### config.mk
export PLATFORM = sky130hd
export DESIGN_NAME = svc_rv_mem_arb
export DESIGN_NICKNAME = d
export VERILOG_FILES = /design/src/rtl/svc_rv_mem_arb.sv
export SDC_FILE = /design/constraint.sdc
export NUM_CORES = 1
export LEC_CHECK = 0
export BUFFER_PORTS_ARGS = -buffer_cell sky130_fd_sc_hd__buf_2
export CAP_MARGIN = 25
export CORE_MARGIN = 2
export CORE_UTILIZATION = 35
export DETAILED_ROUTE_END_ITERATION = 12
export PLACE_DENSITY = 0.73
export SYNTH_ARGS = -nofsm -noshare
export SYNTH_HDL_FRONTEND = slang
export SYNTH_SLANG_ARGS = --single-unit
### constraint.sdc
create_clock -name clock -period 5.1 [get_ports clock]
set_input_delay 0.255 -clock clock [delete_from_list [all_inputs] [get_ports clock]]
set_output_delay 0.255 -clock clock [all_outputs]
set_load 0.01 [all_outputs]
### src/rtl/svc_rv_mem_arb.sv
// Single-port memory arbiter for svc_rv: shares one 1-cycle-latency BRAM port between
// instruction fetch and data load/store, capturing the loser of a conflict for replay.
module svc_rv_mem_arb #(
  parameter int AW = 32,
  parameter int CW = 16
) (
  input  logic          clock,
  input  logic          reset,
  input  logic          imem_ren,
  input  logic [AW-1:0] imem_raddr,
  output logic [31:0]   imem_rdata,
  output logic          imem_stall,
  input  logic          dmem_ren,
  input  logic [AW-1:0] dmem_raddr,
  output logic [31:0]   dmem_rdata,
  input  logic          dmem_we,
  input  logic [AW-1:0] dmem_waddr,
  input  logic [31:0]   dmem_wdata,
  input  logic [3:0]    dmem_wstrb,
  output logic          dmem_stall,
  output logic          mem_en,
  output logic [3:0]    mem_we,
  output logic [AW-1:0] mem_addr,
  output logic [31:0]   mem_wdata,
  input  logic [31:0]   mem_rdata,
  output logic [CW-1:0] conflict_cnt
);

  typedef enum logic [1:0] {
    IDLE     = 2'd0,
    REPLAY_I = 2'd1,
    REPLAY_D = 2'd2
  } state_t;

  state_t        r_state;
  state_t        w_next;
  logic [AW-1:0] r_cap_addr;
  logic          r_cap_st;
  logic [31:0]   r_cap_wdata;
  logic [3:0]    r_cap_wstrb;
  logic          r_own_valid;
  logic          r_own_d;
  logic [31:0]   r_hold_i;
  logic [31:0]   r_hold_d;
  logic [CW-1:0] r_cnt;

  logic          w_i_new;
  logic          w_d_new;
  logic [AW-1:0] w_d_addr;
  logic          w_rd_i;
  logic          w_rd_d;
  logic          w_cap_load;
  logic          w_cap_st;
  logic [AW-1:0] w_cap_addr;
  logic [31:0]   w_cap_wdata;
  logic [3:0]    w_cap_wstrb;
  logic          w_conflict;

  // Stalls depend on state only; a stalled port's inputs are not a new request.
  assign imem_stall = (r_state == REPLAY_I);
  assign dmem_stall = (r_state == REPLAY_D);
  assign w_i_new    = imem_ren && !imem_stall;
  assign w_d_new    = (dmem_ren || dmem_we) && !dmem_stall;
  assign w_d_addr   = dmem_we ? dmem_waddr : dmem_raddr;

  assign imem_rdata   = (r_own_valid && !r_own_d) ? mem_rdata : r_hold_i;
  assign dmem_rdata   = (r_own_valid &&  r_own_d) ? mem_rdata : r_hold_d;
  assign conflict_cnt = r_cnt;

  // Issue selection, capture of the losing request, and next state.
  always_comb begin
    w_next      = r_state;
    mem_en      = 1'b0;
    mem_we      = 4'h0;
    mem_addr    = '0;
    mem_wdata   = 32'h0000_0000;
    w_rd_i      = 1'b0;
    w_rd_d      = 1'b0;
    w_cap_load  = 1'b0;
    w_cap_st    = 1'b0;
    w_cap_addr  = '0;
    w_cap_wdata = 32'h0000_0000;
    w_cap_wstrb = 4'h0;
    w_conflict  = 1'b0;
    case (r_state)
      IDLE: begin
        if (w_d_new) begin
          mem_en   = 1'b1;
          mem_addr = w_d_addr;
          if (dmem_we) begin
            mem_we    = dmem_wstrb;
            mem_wdata = dmem_wdata;
          end else begin
            w_rd_d = 1'b1;
          end
          if (w_i_new) begin
            w_cap_load = 1'b1;
            w_cap_addr = imem_raddr;
            w_conflict = 1'b1;
            w_next     = REPLAY_I;
          end else begin
            w_next = IDLE;
          end
        end else if (w_i_new) begin
          mem_en   = 1'b1;
          mem_addr = imem_raddr;
          w_rd_i   = 1'b1;
        end else begin
          w_next = IDLE;
        end
      end
      REPLAY_I: begin
        mem_en   = 1'b1;
        mem_addr = r_cap_addr;
        w_rd_i   = 1'b1;
        if (w_d_new) begin
          w_cap_load  = 1'b1;
          w_cap_st    = dmem_we;
          w_cap_addr  = w_d_addr;
          w_cap_wdata = dmem_wdata;
          w_cap_wstrb = dmem_wstrb;
          w_conflict  = 1'b1;
          w_next      = REPLAY_D;
        end else begin
          w_next = IDLE;
        end
      end
      REPLAY_D: begin
        mem_en   = 1'b1;
        mem_addr = r_cap_addr;
        if (r_cap_st) begin
          mem_we    = r_cap_wstrb;
          mem_wdata = r_cap_wdata;
        end else begin
          w_rd_d = 1'b1;
        end
        if (w_i_new) begin
          w_cap_load = 1'b1;
          w_cap_addr = imem_raddr;
          w_conflict = 1'b1;
          w_next     = REPLAY_I;
        end else begin
          w_next = IDLE;
        end
      end
      default: begin
        w_next = IDLE;
      end
    endcase
    // Nothing reaches memory while reset is held, including a pending replay.
    if (reset) begin
      mem_en    = 1'b0;
      mem_we    = 4'h0;
      mem_addr  = '0;
      mem_wdata = 32'h0000_0000;
      w_rd_i    = 1'b0;
      w_rd_d    = 1'b0;
    end else begin
      w_conflict = w_conflict;
    end
  end

  // State, capture, response ownership, rdata holds and conflict counter.
  always_ff @(posedge clock) begin
    if (reset) begin
      r_state     <= IDLE;
      r_cap_addr  <= '0;
      r_cap_st    <= 1'b0;
      r_cap_wdata <= 32'h0000_0000;
      r_cap_wstrb <= 4'h0;
      r_own_valid <= 1'b0;
      r_own_d     <= 1'b0;
      r_hold_i    <= 32'h0000_0013;
      r_hold_d    <= 32'h0000_0000;
      r_cnt       <= '0;
    end else begin
      r_state <= w_next;
      if (w_cap_load) begin
        r_cap_addr  <= w_cap_addr;
        r_cap_st    <= w_cap_st;
        r_cap_wdata <= w_cap_wdata;
        r_cap_wstrb <= w_cap_wstrb;
      end
      r_own_valid <= w_rd_i || w_rd_d;
      r_own_d     <= w_rd_d;
      if (r_own_valid && !r_own_d) begin
        r_hold_i <= mem_rdata;
      end
      if (r_own_valid && r_own_d) begin
        r_hold_d <= mem_rdata;
      end
      if (w_conflict && (r_cnt != '1)) begin
        r_cnt <= r_cnt + CW'(1);
      end
    end
  end

  a_no_load_and_store: assert property (@(posedge clock) disable iff (reset)
    !(dmem_ren && dmem_we));

endmodule

After elaboration in Yosys (flattened, before gate mapping)
Cells that the tools add are included.
- bits in registers: 153
- input bits: 169
- output and inout port bits: 151
- logic and storage cells: 73
- add/subtract/negate cells: 1
- equal/unequal tests: 4
- muxes and demuxes: 46
- reductions and logical operators: 12
- operators with widths (operator ; number):
    $mux 32 ; 14
    $pmux 32 s2 ; 2
    $pmux 32 s3 ; 1
    $mux 4 ; 6
    $add 16x1->16 const B ; 1
    $ne 16x16->1 const B ; 1
    $mux 1 ; 14
    $pmux 4 s2 ; 1
    $mux 2 ; 3
    $pmux 1 s2 ; 3
    $pmux 2 s3 ; 1
    $logic_and 1x1->1 ; 5
    $logic_not 1->1 ; 3
    $ne 3x3->1 const B ; 1
    $pmux 1 s3 ; 1
    $eq 2x1->1 const B ; 1
    $eq 2x2->1 const B ; 1
    $logic_not 2->1 ; 1
    $logic_or 1x1->1 ; 2
    $reduce_or 2->1 ; 1

Depth between registers and ports, before layout
- word-level depth: 8
- depth in mapped cells: 11

Worst setup path before layout
No wires, ideal clock.
- path type: reg2reg
- from: register r_state[0]
- to: register r_cnt[5] (netlist: conflict_cnt[5])
- data arrival time: 2.090 ns
- required time: 4.979 ns
- path slack: 2.889 ns
- stages on the path, launching flop included: 10
- path buffers: 2
- period minus slack after synthesis: 2.211 ns
- path through: dfxtp_1 > inv_1 > ha_1 > buf_2 > o21ba_4 > a21oi_2 > a21o_1 > buf_6 > nor4_1 > mux2_2
- elaborated cells between the ends (all ways): 12
- classes of those cells: eq/ne (2); mux (4); reduce/logical (6)
- RTL lines (what ; RTL line ; source):
    start, declared ; 35 ; state_t r_state;
    start signal, assigned ; 177 ; r_state <= w_next;
    $eq 2x2->1 (*) ; 61 ; assign dmem_stall = (r_state == REPLAY_D);
    named net dmem_stall ; 20 ; output logic dmem_stall,
    $logic_not 1->1 ; 63 ; assign w_d_new = (dmem_ren || dmem_we) && !dmem_stall;
    $logic_and 1x1->1 ; 63 ;
    $mux 1 (on tied branches) ; 116, 87 ;
    $pmux 1 s3 (*) ; 85 ; case (r_state)
    $logic_and 1x1->1 (*) ; 192 ; if (w_conflict && (r_cnt != '1)) begin
    end signal, assigned ; 193 ; r_cnt <= r_cnt + CW'(1);
    end, declared ; 45 ; logic [CW-1:0] r_cnt;
Mark *: on every way through the listed nets, which the timed path passes. The rest lies on a longest branch.
A chain may end at the register's enable or synchronous reset.

Worst setup path after layout
- from: register r_state[0]
- to: output mem_addr[0]
- cells in the longest elaborated chain, start to end: 7
- elaborated cells between the ends (all ways): 12
- classes of those cells: eq/ne (2); mux (4); reduce/logical (6)
- RTL lines (what ; RTL line ; source):
    $eq 2x1->1 ; 60, 85 ;
    $logic_not 1->1 ; 62 ; assign w_i_new = imem_ren && !imem_stall;
    $logic_and 1x1->1 ; 62 ;
    $mux 32 ; 104 ; end else if (w_i_new) begin
    $mux 32 ; 87 ; if (w_d_new) begin
    $pmux 32 s2 (*) ; 85 ;
    $mux 32 (*) ; 151 ; if (reset) begin
    end, declared ; 23 ; output logic [AW-1:0] mem_addr,
Every way passes the cells marked *; elsewhere a longest branch is shown, timed or not.

==> flow_results.org <==
** Outcome
- The run finished with clean final reports.

** Drt
- In the routed design, unresolved DRC markers number 0.
- The routed layout has 7,783 vias.
- First-iteration detailed-routing DRC count :: 488
- Post-route antenna net violation count :: 0
- After detailed routing, the average wire length per cell comes to 15.42 um.
- Post-detailed-route via-to-cell ratio :: 5.234
- Before antenna repair, the detailed router went through 5 iterations.
- For this block, the routed nets add up to 22,930 um of wire.

** Clock network
- Number of CTS-inserted buffers :: 17
- The clock reaches the later pin of the worst-skew pair after 0.41 ns.
- TritonCTS built the clock tree.
- In this run the clock root is driven by a clkbuf_16.
- H-tree lvl count :: 4
- Post-CTS Hold Buffers :: 0
- After clock tree synthesis, the clock-pin slew on the worst setup and hold paths is 0.07 ns.
- Maximum number of buffers from clock root to sink :: 2
- Counting every sink on the clock net gives 153.
- Post-CTS timing repair inserted 0 buffers for setup.
- Resized Gates After CTS :: 0

** Yosys
- Counting flops with a built-in enable in the synthesized netlist gives 0.
- Main area contributors after synthesis :: dfxtp_1 (40%), mux2_2 (9.4%), nor2_1 (7.4%)
- Summed over all instances, the cell type with the most area after synthesis is dfxtp_1.
- Seq/Total Area, Yosys :: 0.3952
- Number of nets in the synthesized netlist :: 1,095
- Synthesis handed over a netlist of 921 instances.
- Commonest cells post-synth :: dfxtp_1 (153), nor2_1 (152), a22oi_1 (70)
- Count of yosys warnings during synthesis :: 0
- Synthesis inferred 153 register bits.
- The average instance in the mapped netlist occupies 8.415 um^2.
- Combined area of all synthesized cells :: 0.007750 mm^2
- Synth unique cells :: 43
- Post-synth top flop :: dfxtp_1
- Dominant cell by count in the synthesized netlist :: dfxtp_1
- Proportion of synthesized flip-flops having asynchronous set or reset :: 0
- Area share of the largest cell type after synthesis :: 0.3952

** Layout
- Area added between synthesis and finish :: 31.06%
- Of the cells placed in the final design, the portion with a size suffix greater than 1 is 0.3759.
- Non-Filler Instances :: 1,487
- Nets :: 1,366

** Floorplan
- Horizontal die dimension :: 152.8 um
- Area of the placeable core :: 0.02176 mm^2
- The die is 152.8 um tall.
- Initial core utilization :: 0.3562
- Die footprint :: 0.02335 mm^2
- The floorplan has 54 rows.
- Ports :: 320

** Power and ir drop
- VDD sags by at most 0.2260 mV.
- After layout, the design draws a total of 3.172 mW.
- For this design the ratio of total power to cell area is 312.3 mW/mm^2.
- Summed over all cells, the static leakage comes to 4.679 nW.

** Timing
- Setup TNS :: 0 ns
- Dividing the final minimum period by the clock period gives 0.5706.
- The number of max-slew violations in the final report is 0.
- The number of endpoints with negative hold slack in the final report was 0.
- Setup repair after global routing missed its margin :: no
- Worst relative slew slack :: 0.4809
- Clk_skew :: 0.01074 ns
- Timing would allow up to 343.7 MHz.
- Setup violations remaining at the end of the flow were counted as 0.
- At the pin with the least slew margin, the transition time is 0.7786 ns.
- The worst path in the final design needs a cycle of 2.910 ns, including I/O delays and setup.

** Worst setup path
- Data arrival, critical path :: 2.65 ns
- Max stage delay on crit path :: 0.50 ns
- Critical path type :: reg2out
- Minimum setup slack among reg-to-reg paths :: 2.69 ns
- Reg-to-Reg Start :: r_state[0]
- STA classifies the critical path endpoint as an output port.
- Data required time of the critical path :: 4.85 ns
- Largest fanout on the critical path :: 68
- The largest individual stage delay along the critical path comes from the cell buf_4.
- The worst register-to-register path has a depth of 7.
- The worst register-to-register path ends at conflict_cnt[5].
- Crit-path cells :: inv_1 > ha_1 > o21bai_4 > buf_4 > o21ai_0 > a22oi_1 > nor2_1 > buf_2
- The worst setup path is launched from a flip-flop.

** Global routing
- The initial antenna violation count was 2.
- The via count of the first global-routing pass is 7,337.
- Residual overflow from global routing :: 0
- The first global-routing pass estimated 36,420 um of wire.
- Global Route Usage Sum :: 0.1873
- Pin count of the biggest net entering global routing :: 103

** Placed design
- At the end of routability-driven placement, the weighted congestion stood at 0.7998.
- Half-perimeter wire length after detailed placement :: 15,700 um
- Cell Count Post-Placement :: 1,450
- Buffers placed on the I/O ports in this run total 319.

** Hold path
- Hold_sp :: dmem_wdata[13]
- Worst Hold Path EP :: r_cap_wdata[13]
- Min-delay worst type :: in2reg
- Along the worst hold path, the cell count comes to 2.

** Flow run
- Max-cap violations in this run came to 0.
## routing by layer
metal / global-route usage / vias up / wire length [um]
li1: - / 3852 / -
met1: 0.2213 / 3588 / 9790
met2: 0.3344 / 313 / 11110
met3: 0.04295 / 30 / 1582
met4: 0.06217 / 0 / 451
met5: 0 / - / 0
## per-stage QoR
step	utilization	cell area, um^2	hold slack, ns	worst slack (ns)
after global placement	0.4366	9498	0.4629	2.428
after CTS	0.4635	10080	0.03921	2.212
final	0.4669	10160	0.06157	2.190
after global routing	0.4666	10150	0.03845	1.952
after floorplan	-	7750	0.3805	2.889
after detailed placement	0.4378	9525	0.4642	2.382
## how the worst max path moves through the flow
stage,from,to,slack (ns),cells after the start
finish,r_state[0],mem_addr[0],2.19,8
global route,r_state[0],mem_addr[0],1.95,8
CTS,r_state[0],mem_addr[0],2.21,9
detailed placement,r_state[0],conflict_cnt[5],2.38,7
global placement,r_state[0],conflict_cnt[5],2.43,7
floorplan,r_state[0],conflict_cnt[5],2.89,9
## worst max-delay path, delay by kind of cell, from the launching register on
family	cells	cell delay [ns]
fa+ha+maj	1	0.39
buf+inv	3	0.79
compound gates	3	0.61
flops	1	0.33
simple gates	1	0.11
## flip-flops by register name, indices dropped and copies added (netlist names)
| name | count |
|---|---|
| r_own_d | 1 |
| r_cap_st | 1 |
| conflict_cnt | 16 |
| r_state | 2 |
| r_own_valid | 1 |
| r_cap_wstrb | 4 |
| r_hold_d | 32 |
| r_hold_i | 32 |
| r_cap_addr | 32 |
| r_cap_wdata | 32 |
## power breakdown
group          switching (mW)  internal [mW]
clock network           0.532          0.660
registers              0.0331           1.26
logic                   0.388          0.294
total                   0.954           2.22
## area by class of cell
cell class                      count  area (um^2)
Sequential cell                   153         3063
Fill cell                        2132        11600
Antenna cell                        2        5.005
Inverter                            7        26.28
Clock buffer                       19        452.9
Timing Repair Buffer              336         1792
Multi-Input combinational cell    677         4362
Tap cell                          280        350.3
Clock inverter                     13        106.4
## cells by family after synthesis
kind of cell | after synthesis | share of synthesized area
fa+ha+maj | 5 | 0.008072
simple gates | 363 | 0.2212
mux | 97 | 0.1358
compound gates | 212 | 0.1926
flops | 153 | 0.3952
buf+inv | 91 | 0.04714
## cells in the final DEF, fill, tap and decap left out, types with 3 or more instances in the layout
cell type / Yosys / final
clkbuf_16: 0 / 17
or2_2: 5 / 5
nor2_1: 152 / 148
a21oi_1: 15 / 15
or4_1: 11 / 11
nand3_1: 39 / 39
a22oi_1: 70 / 70
ha_1: 5 / 5
inv_6: 0 / 5
inv_1: 7 / 7
clkinv_4: 0 / 3
a22o_1: 35 / 35
nor2b_1: 64 / 62
o21ai_0: 35 / 35
nand4_1: 6 / 6
o41ai_1: 3 / 3
o22ai_1: 32 / 32
o31ai_1: 9 / 9
nand2_1: 44 / 44
nor3_1: 34 / 34
nor2_2: 0 / 4
buf_2: 10 / 318
mux2_2: 65 / 65
dfxtp_1: 153 / 153
mux2i_1: 32 / 32
buf_4: 1 / 14
Power figures use the tool's default switching activity.
